--- src/rtl/cpu_ctrl_pkg.sv ---
// ----------------------------------------------------------------------------
// cpu_ctrl_pkg : state encodings, strobe bundle and defaults for the fetch and
//                execute controllers.  Rev 1.0
// ----------------------------------------------------------------------------
`default_nettype none

package cpu_ctrl_pkg;

  localparam int unsigned c_MEM_TIMEOUT_DEFAULT = 15;

  typedef enum logic [2:0] {
    FS_IDLE     = 3'd0,
    FS_FETCH_T0 = 3'd1,
    FS_MEM_WAIT = 3'd2,
    FS_FETCH_T2 = 3'd3,
    FS_ISSUE    = 3'd4,
    FS_EXEC     = 3'd5,
    FS_BRANCH   = 3'd6,
    FS_FAULT    = 3'd7
  } fetch_state_e;

  typedef struct packed {
    logic pc_out;
    logic mar_in;
    logic inc_pc;
    logic read;
    logic mdr_in;
    logic mdr_out;
    logic ir_in;
    logic pc_in;
    logic target_out;
  } strobes_t;

  // Only MEM_WAIT looks at an input; every other strobe is a pure state decode.
  function automatic strobes_t decode_strobes(input fetch_state_e state,
                                              input logic         mem_ready);
    strobes_t s;
    s = '0;
    case (state)
      FS_FETCH_T0: begin
        s.pc_out = 1'b1;
        s.mar_in = 1'b1;
        s.inc_pc = 1'b1;
      end
      FS_MEM_WAIT: begin
        s.read   = 1'b1;
        s.mdr_in = mem_ready;
      end
      FS_FETCH_T2: begin
        s.mdr_out = 1'b1;
        s.ir_in   = 1'b1;
      end
      FS_BRANCH: begin
        s.target_out = 1'b1;
        s.pc_in      = 1'b1;
      end
      default: s = '0;
    endcase
    return s;
  endfunction

endpackage

`default_nettype wire

--- src/rtl/timeout_counter.sv ---
// ----------------------------------------------------------------------------
// timeout_counter : memory wait counter; expire flags the LIMIT-th stalled
//                   cycle since the last clear.  Rev 1.0
// ----------------------------------------------------------------------------
`default_nettype none

module timeout_counter #(
  parameter int unsigned LIMIT = 15
) (
  input  logic clk,
  input  logic rst_n,
  input  logic clear,
  input  logic stall,
  output logic expire
);

  localparam int unsigned     c_W    = $clog2(LIMIT + 1);
  localparam logic [c_W-1:0]  c_LAST = c_W'(LIMIT - 1);
  localparam logic [c_W-1:0]  c_MAX  = c_W'(LIMIT);

  logic [c_W-1:0] r_count;

  always_ff @(posedge clk) begin
    if (!rst_n) begin
      r_count <= '0;
    end else if (clear) begin
      r_count <= '0;
    end else if (stall && (r_count != c_MAX)) begin
      r_count <= r_count + c_W'(1);
    end
  end

  // The stalled cycle that brings the count to LIMIT is the expiring one.
  assign expire = stall && (r_count == c_LAST);

endmodule

`default_nettype wire

--- src/rtl/fetch_sequencer.sv ---
// ----------------------------------------------------------------------------
// fetch_sequencer : instruction fetch/issue control FSM driving datapath
//                   strobes, with memory-timeout fault.  Rev 1.0
// ----------------------------------------------------------------------------
`default_nettype none

module fetch_sequencer
  import cpu_ctrl_pkg::*;
#(
  parameter int unsigned MEM_TIMEOUT = c_MEM_TIMEOUT_DEFAULT
) (
  input  logic        Clock,
  input  logic        Clear_n,
  input  logic        run,
  input  logic        mem_ready,
  input  logic        exec_ready,
  input  logic        exec_done,
  input  logic        branch_taken,
  output logic        PCout,
  output logic        MARin,
  output logic        IncPC,
  output logic        Read,
  output logic        MDRin,
  output logic        MDRout,
  output logic        IRin,
  output logic        PCin,
  output logic        TargetOut,
  output logic        instr_valid,
  output logic        busy,
  output logic        fault,
  output logic [31:0] instr_count
);

  fetch_state_e r_state;
  fetch_state_e w_state_next;
  strobes_t     w_strobes;
  logic [31:0]  r_instr_count;
  logic         w_wait_clear;
  logic         w_wait_stall;
  logic         w_wait_expire;

  // Held clear outside MEM_WAIT so every entry starts from zero.
  assign w_wait_clear = (r_state != FS_MEM_WAIT);
  assign w_wait_stall = (r_state == FS_MEM_WAIT) && !mem_ready;

  timeout_counter #(
    .LIMIT (MEM_TIMEOUT)
  ) u_wait_counter (
    .clk    (Clock),
    .rst_n  (Clear_n),
    .clear  (w_wait_clear),
    .stall  (w_wait_stall),
    .expire (w_wait_expire)
  );

  always_ff @(posedge Clock) begin
    if (!Clear_n) begin
      r_state <= FS_IDLE;
    end else begin
      r_state <= w_state_next;
    end
  end

  always_comb begin
    w_state_next = r_state;
    w_strobes    = decode_strobes(r_state, mem_ready);
    case (r_state)
      FS_IDLE:     if (run) w_state_next = FS_FETCH_T0;
      FS_FETCH_T0: w_state_next = FS_MEM_WAIT;
      FS_MEM_WAIT: begin
        if (mem_ready) begin
          w_state_next = FS_FETCH_T2;
        end else if (w_wait_expire) begin
          w_state_next = FS_FAULT;
        end
      end
      FS_FETCH_T2: w_state_next = FS_ISSUE;
      FS_ISSUE:    if (exec_ready) w_state_next = FS_EXEC;
      FS_EXEC: begin
        if (exec_done) begin
          if (branch_taken) begin
            w_state_next = FS_BRANCH;
          end else begin
            w_state_next = run ? FS_FETCH_T0 : FS_IDLE;
          end
        end
      end
      FS_BRANCH:   w_state_next = run ? FS_FETCH_T0 : FS_IDLE;
      FS_FAULT:    w_state_next = FS_FAULT;
      default:     w_state_next = FS_IDLE;
    endcase
  end

  always_ff @(posedge Clock) begin
    if (!Clear_n) begin
      r_instr_count <= '0;
    end else if (r_state == FS_FETCH_T2) begin
      r_instr_count <= r_instr_count + 32'd1;
    end
  end

  assign PCout       = w_strobes.pc_out;
  assign MARin       = w_strobes.mar_in;
  assign IncPC       = w_strobes.inc_pc;
  assign Read        = w_strobes.read;
  assign MDRin       = w_strobes.mdr_in;
  assign MDRout      = w_strobes.mdr_out;
  assign IRin        = w_strobes.ir_in;
  assign PCin        = w_strobes.pc_in;
  assign TargetOut   = w_strobes.target_out;
  assign instr_valid = (r_state == FS_ISSUE);
  assign busy        = (r_state != FS_IDLE) && (r_state != FS_FAULT);
  assign fault       = (r_state == FS_FAULT);
  assign instr_count = r_instr_count;

endmodule

`default_nettype wire

--- config.mk ---
export PLATFORM = sky130hd
export DESIGN_NAME = fetch_sequencer
export DESIGN_NICKNAME = d
export VERILOG_FILES = /design/src/rtl/cpu_ctrl_pkg.sv /design/src/rtl/timeout_counter.sv /design/src/rtl/fetch_sequencer.sv
export SDC_FILE = /design/constraint.sdc
export NUM_CORES = 1
export LEC_CHECK = 0
export BUFFER_PORTS_ARGS = -buffer_cell sky130_fd_sc_hd__clkbuf_2
export CELL_PAD_IN_SITES_DETAIL_PLACEMENT = 1
export CELL_PAD_IN_SITES_GLOBAL_PLACEMENT = 2
export CORE_MARGIN = 5
export CORE_UTILIZATION = 30
export CTS_CLUSTER_SIZE = 24
export DETAILED_ROUTE_END_ITERATION = 8
export PLACE_DENSITY = 0.75
export SYNTH_ARGS = -nofsm -noshare
export SYNTH_HDL_FRONTEND = slang
export SYNTH_SLANG_ARGS = --single-unit
--- constraint.sdc ---
create_clock -name Clock -period 2.35 [get_ports Clock]
set_input_delay 0.705 -clock Clock [delete_from_list [all_inputs] [get_ports Clock]]
set_output_delay 0.705 -clock Clock [all_outputs]
set_load 0.005 [all_outputs]
==> summary.md <==
| Metric | Value |
|---|---|
| Status | complete, no violations |
| Syn Inst Count | 248 |
| DP Wirelength | 4070 um |
| Worst slew pin tran | 0.579 ns |
| Post-route ant nets | 0 |
| Hold path depth | 2 |
| Rows | 30 |
| R2R depth | 4 |
| Worst-path maximum fanout | 8 |
| Worst clock skew | 0.00495 ns |
| Critical path buffer and inverter count | 3 |
| Worst R2R Start | instr_count[6] |
| Leakage | 0.916 nW |
| DP Cell Count | 371 |
| Total CTS buffers | 5 |
| Post-Layout Inst Area | 2470 um2 |
| Most used DFF post-synth | dfxtp_1 |
| HP Class | reg -> reg |
| Dpl ws | 0.260 ns |
| Initial antenna violation count | 0 |
| Vias in the first global route | 2028 |
| Cell Count, Final, Fillers Out | 377 |
| Async set or reset register ratio after synthesis | 0 |
| Final core utilization | 0.365 |
| Post-synth EDFFs | 0 |
| Total Negative Setup Slacks | 0 ns |
| Worst hold slack | 0.496 ns |
| Register-to-register setup slack | 0.25 ns |
| Core footprint | 6760 um2 |
| Pre-antenna DRT Iters | 4 |
| Postcts setup bufs | 0 |
| Root buffer cell | clkbuf_8 |
| Final Wtd Congestion | 0.750 |
| Synth warn | 0 |
| Mean area per synthesized cell | 8.31 um2 |
| Sink Count | 39 |
| Drc violations | 0 |
| Routed vias/inst | 5.37 |
| Overflow after GRT | 0 |
| Crit path arrival time | 1.45 ns |
| Tmin final | 2.15 ns |
| # IOs | 51 |
| Sequence of cells on the critical path | nand3b_1 -> inv_1 -> buf_4 -> clkbuf_2 |
| DRT iter0 DRCs | 52 |
| CTS Buffer Depth | 2 |
| CTS tree | yes |
| Die Area | 8630 um2 |
| Final Hold Vio Count | 0 |
| Final worst-path cycle share | 0.915 |
| Pin count of the biggest net entering global routing | 31 |
| Pwr dens | 615 nW/um2 |
| Initial Util | 0.305 |
| Fraction of layout cells with a size suffix above 1 | 0.249 |
| RSZ-0062 raised after global routing | false |
| Clock Latency Late Sink | 0.28 ns |
| DR WL/cell | 14.6 um |
| Crit-path slowest cell | dfxtp_1 |
| GRT Total Usage | 0.133 |
| R2r endpoint | instr_count[29] |
| Slew Limit Fails | 0 |
| Area growth from synthesis to layout | 19.7% |
| CP Capture Type | output port |
| Area of placed instances | 2400 um2 |
| Critical path class | reg -> out |
| Yosys reg bits | 39 |
| Count of cell types in the netlist | 44 |
| Nets | 308 |
| Slew margin rel. | 0.609 |
| Syn Nets | 258 |
| H-tree depth | 2 |
| Hold Startpoint | instr_count[12] |
| Post-Syn Area | 2060 um2 |
| Hold Path Sink | instr_count[12] |
| Final setup fails | 0 |
| Setup WS post-layout | 0.199 ns |
| Max cap viols | 0 |
| First-pass GRT wire length | 9430 um |
| Routed via count | 2025 |
| CP Launch Type | flop |
| Die Span Y | 92.9 um |
| Die width | 92.9 um |
| Count of input and output buffers | 50 |
| Total Power | 1.52 mW |
| Max stage delay on crit path | 0.31 ns |
| Peak VDD IR | 0.263 mV |
| Antenna cell count | 0 |
| Largest delay share family, worst path | buffers and inverters |
| Resized Gates After CTS | 0 |
| CTS clk-pin slew, worst paths | 0.07 ns |
| # hold bufs at CTS | 0 |
| Total wire length | 5520 um |
| Seq/Total Area, Yosys | 0.379 |
| Fmax | 0.465 GHz |
| Req. time, crit path | 1.64 ns |
==> Yosys cell counts, types with 2 or more instances <==
cell type / n / area share
dfxtp_1: 39 / 0.38
a21oi_1: 25 / 0.061
nand2_1: 17 / 0.031
or4_1: 17 / 0.062
nand3_1: 15 / 0.036
nor2_1: 15 / 0.027
o31ai_1: 15 / 0.055
clkbuf_1: 10 / 0.018
nand4_1: 9 / 0.027
o21ai_0: 9 / 0.022
xor2_1: 9 / 0.038
or3_1: 7 / 0.021
inv_1: 6 / 0.011
and3_1: 5 / 0.015
and2_1: 4 / 0.012
buf_4: 4 / 0.015
nor3_1: 4 / 0.0097
xnor2_1: 4 / 0.017
ha_1: 3 / 0.018
and4_1: 2 / 0.0085
buf_6: 2 / 0.011
mux2_2: 2 / 0.011
nand2b_1: 2 / 0.0061
nor2b_1: 2 / 0.0061
or3b_2: 2 / 0.0085
==> how the worst max path moves through the flow <==
stage | end | from | cells past startpoint
global placement | instr_count[29] | instr_count[6] | 4
detailed placement | instr_count[29] | instr_count[7] | 4
global route | instr_count[29] | instr_count[6] | 4
CTS | IRin | r_state[2] | 4
finish | IRin | r_state[2] | 4
floorplan | MARin | r_state[0] | 4
==> cell type report <==
class	instances	area, um2
Clock buffer	6	72.6
Fill cell	832	4290
Inverter	7	26.3
Multi-Input combinational cell	184	1160
Sequential cell	39	781
Tap cell	80	100
Timing Repair Buffer	61	333
==> registers in the layout (all words and copies together), names as in the netlist <==
name and flops:
instr_count 32, r_state 3, u_wait_counter.r_count 4
==> logic make-up (layout without fill, tap and decap cells) <==
logic type,count (synthesis),after routing,synth area share
AO/OA/AOI/OAI,55,55,0.161
XOR/XNOR,13,13,0.0552
adder cells (fa/ha/maj),3,3,0.0182
buffers and inverters,25,74,0.0607
flip-flops,39,39,0.379
multiplexers,3,3,0.0158
AND/OR/NAND/NOR,110,110,0.310
==> layout by cell type, fill, tap and decap left out, types with 11 or more instances in the layout <==
master,n
clkbuf_2,50
nand2_1,17
o31ai_1,15
nor2_1,15
buf_4,11
a21oi_1,25
or4_1,17
dfxtp_1,39
nand3_1,15
==> report_power, final <==
| part | internal (mW) | leakage (nW) | total (mW) | switching [mW] |
|---|---|---|---|---|
| clock | 0.198 | 0.0371 | 0.415 | 0.217 |
| combinational | 0.181 | 0.565 | 0.400 | 0.219 |
| sequential | 0.688 | 0.315 | 0.704 | 0.0163 |
| total | 1.07 | 0.916 | 1.52 | 0.453 |
==> tightest hold or removal path, stage by stage, from the launching register on <==
cell and delay (ns):
dfxtp_1 0.33, o41ai_1 0.06, a21oi_1 0.05
==> layer usage <==
metal	track usage	vias up	part of all wire
li1	-	1012	-
met1	0.170	973	0.47
met2	0.223	35	0.48
met3	0.0333	5	0.039
met4	0.0342	0	0.0078
met5	0	-	0
Note: power is estimated with default switching activity, not from simulation.
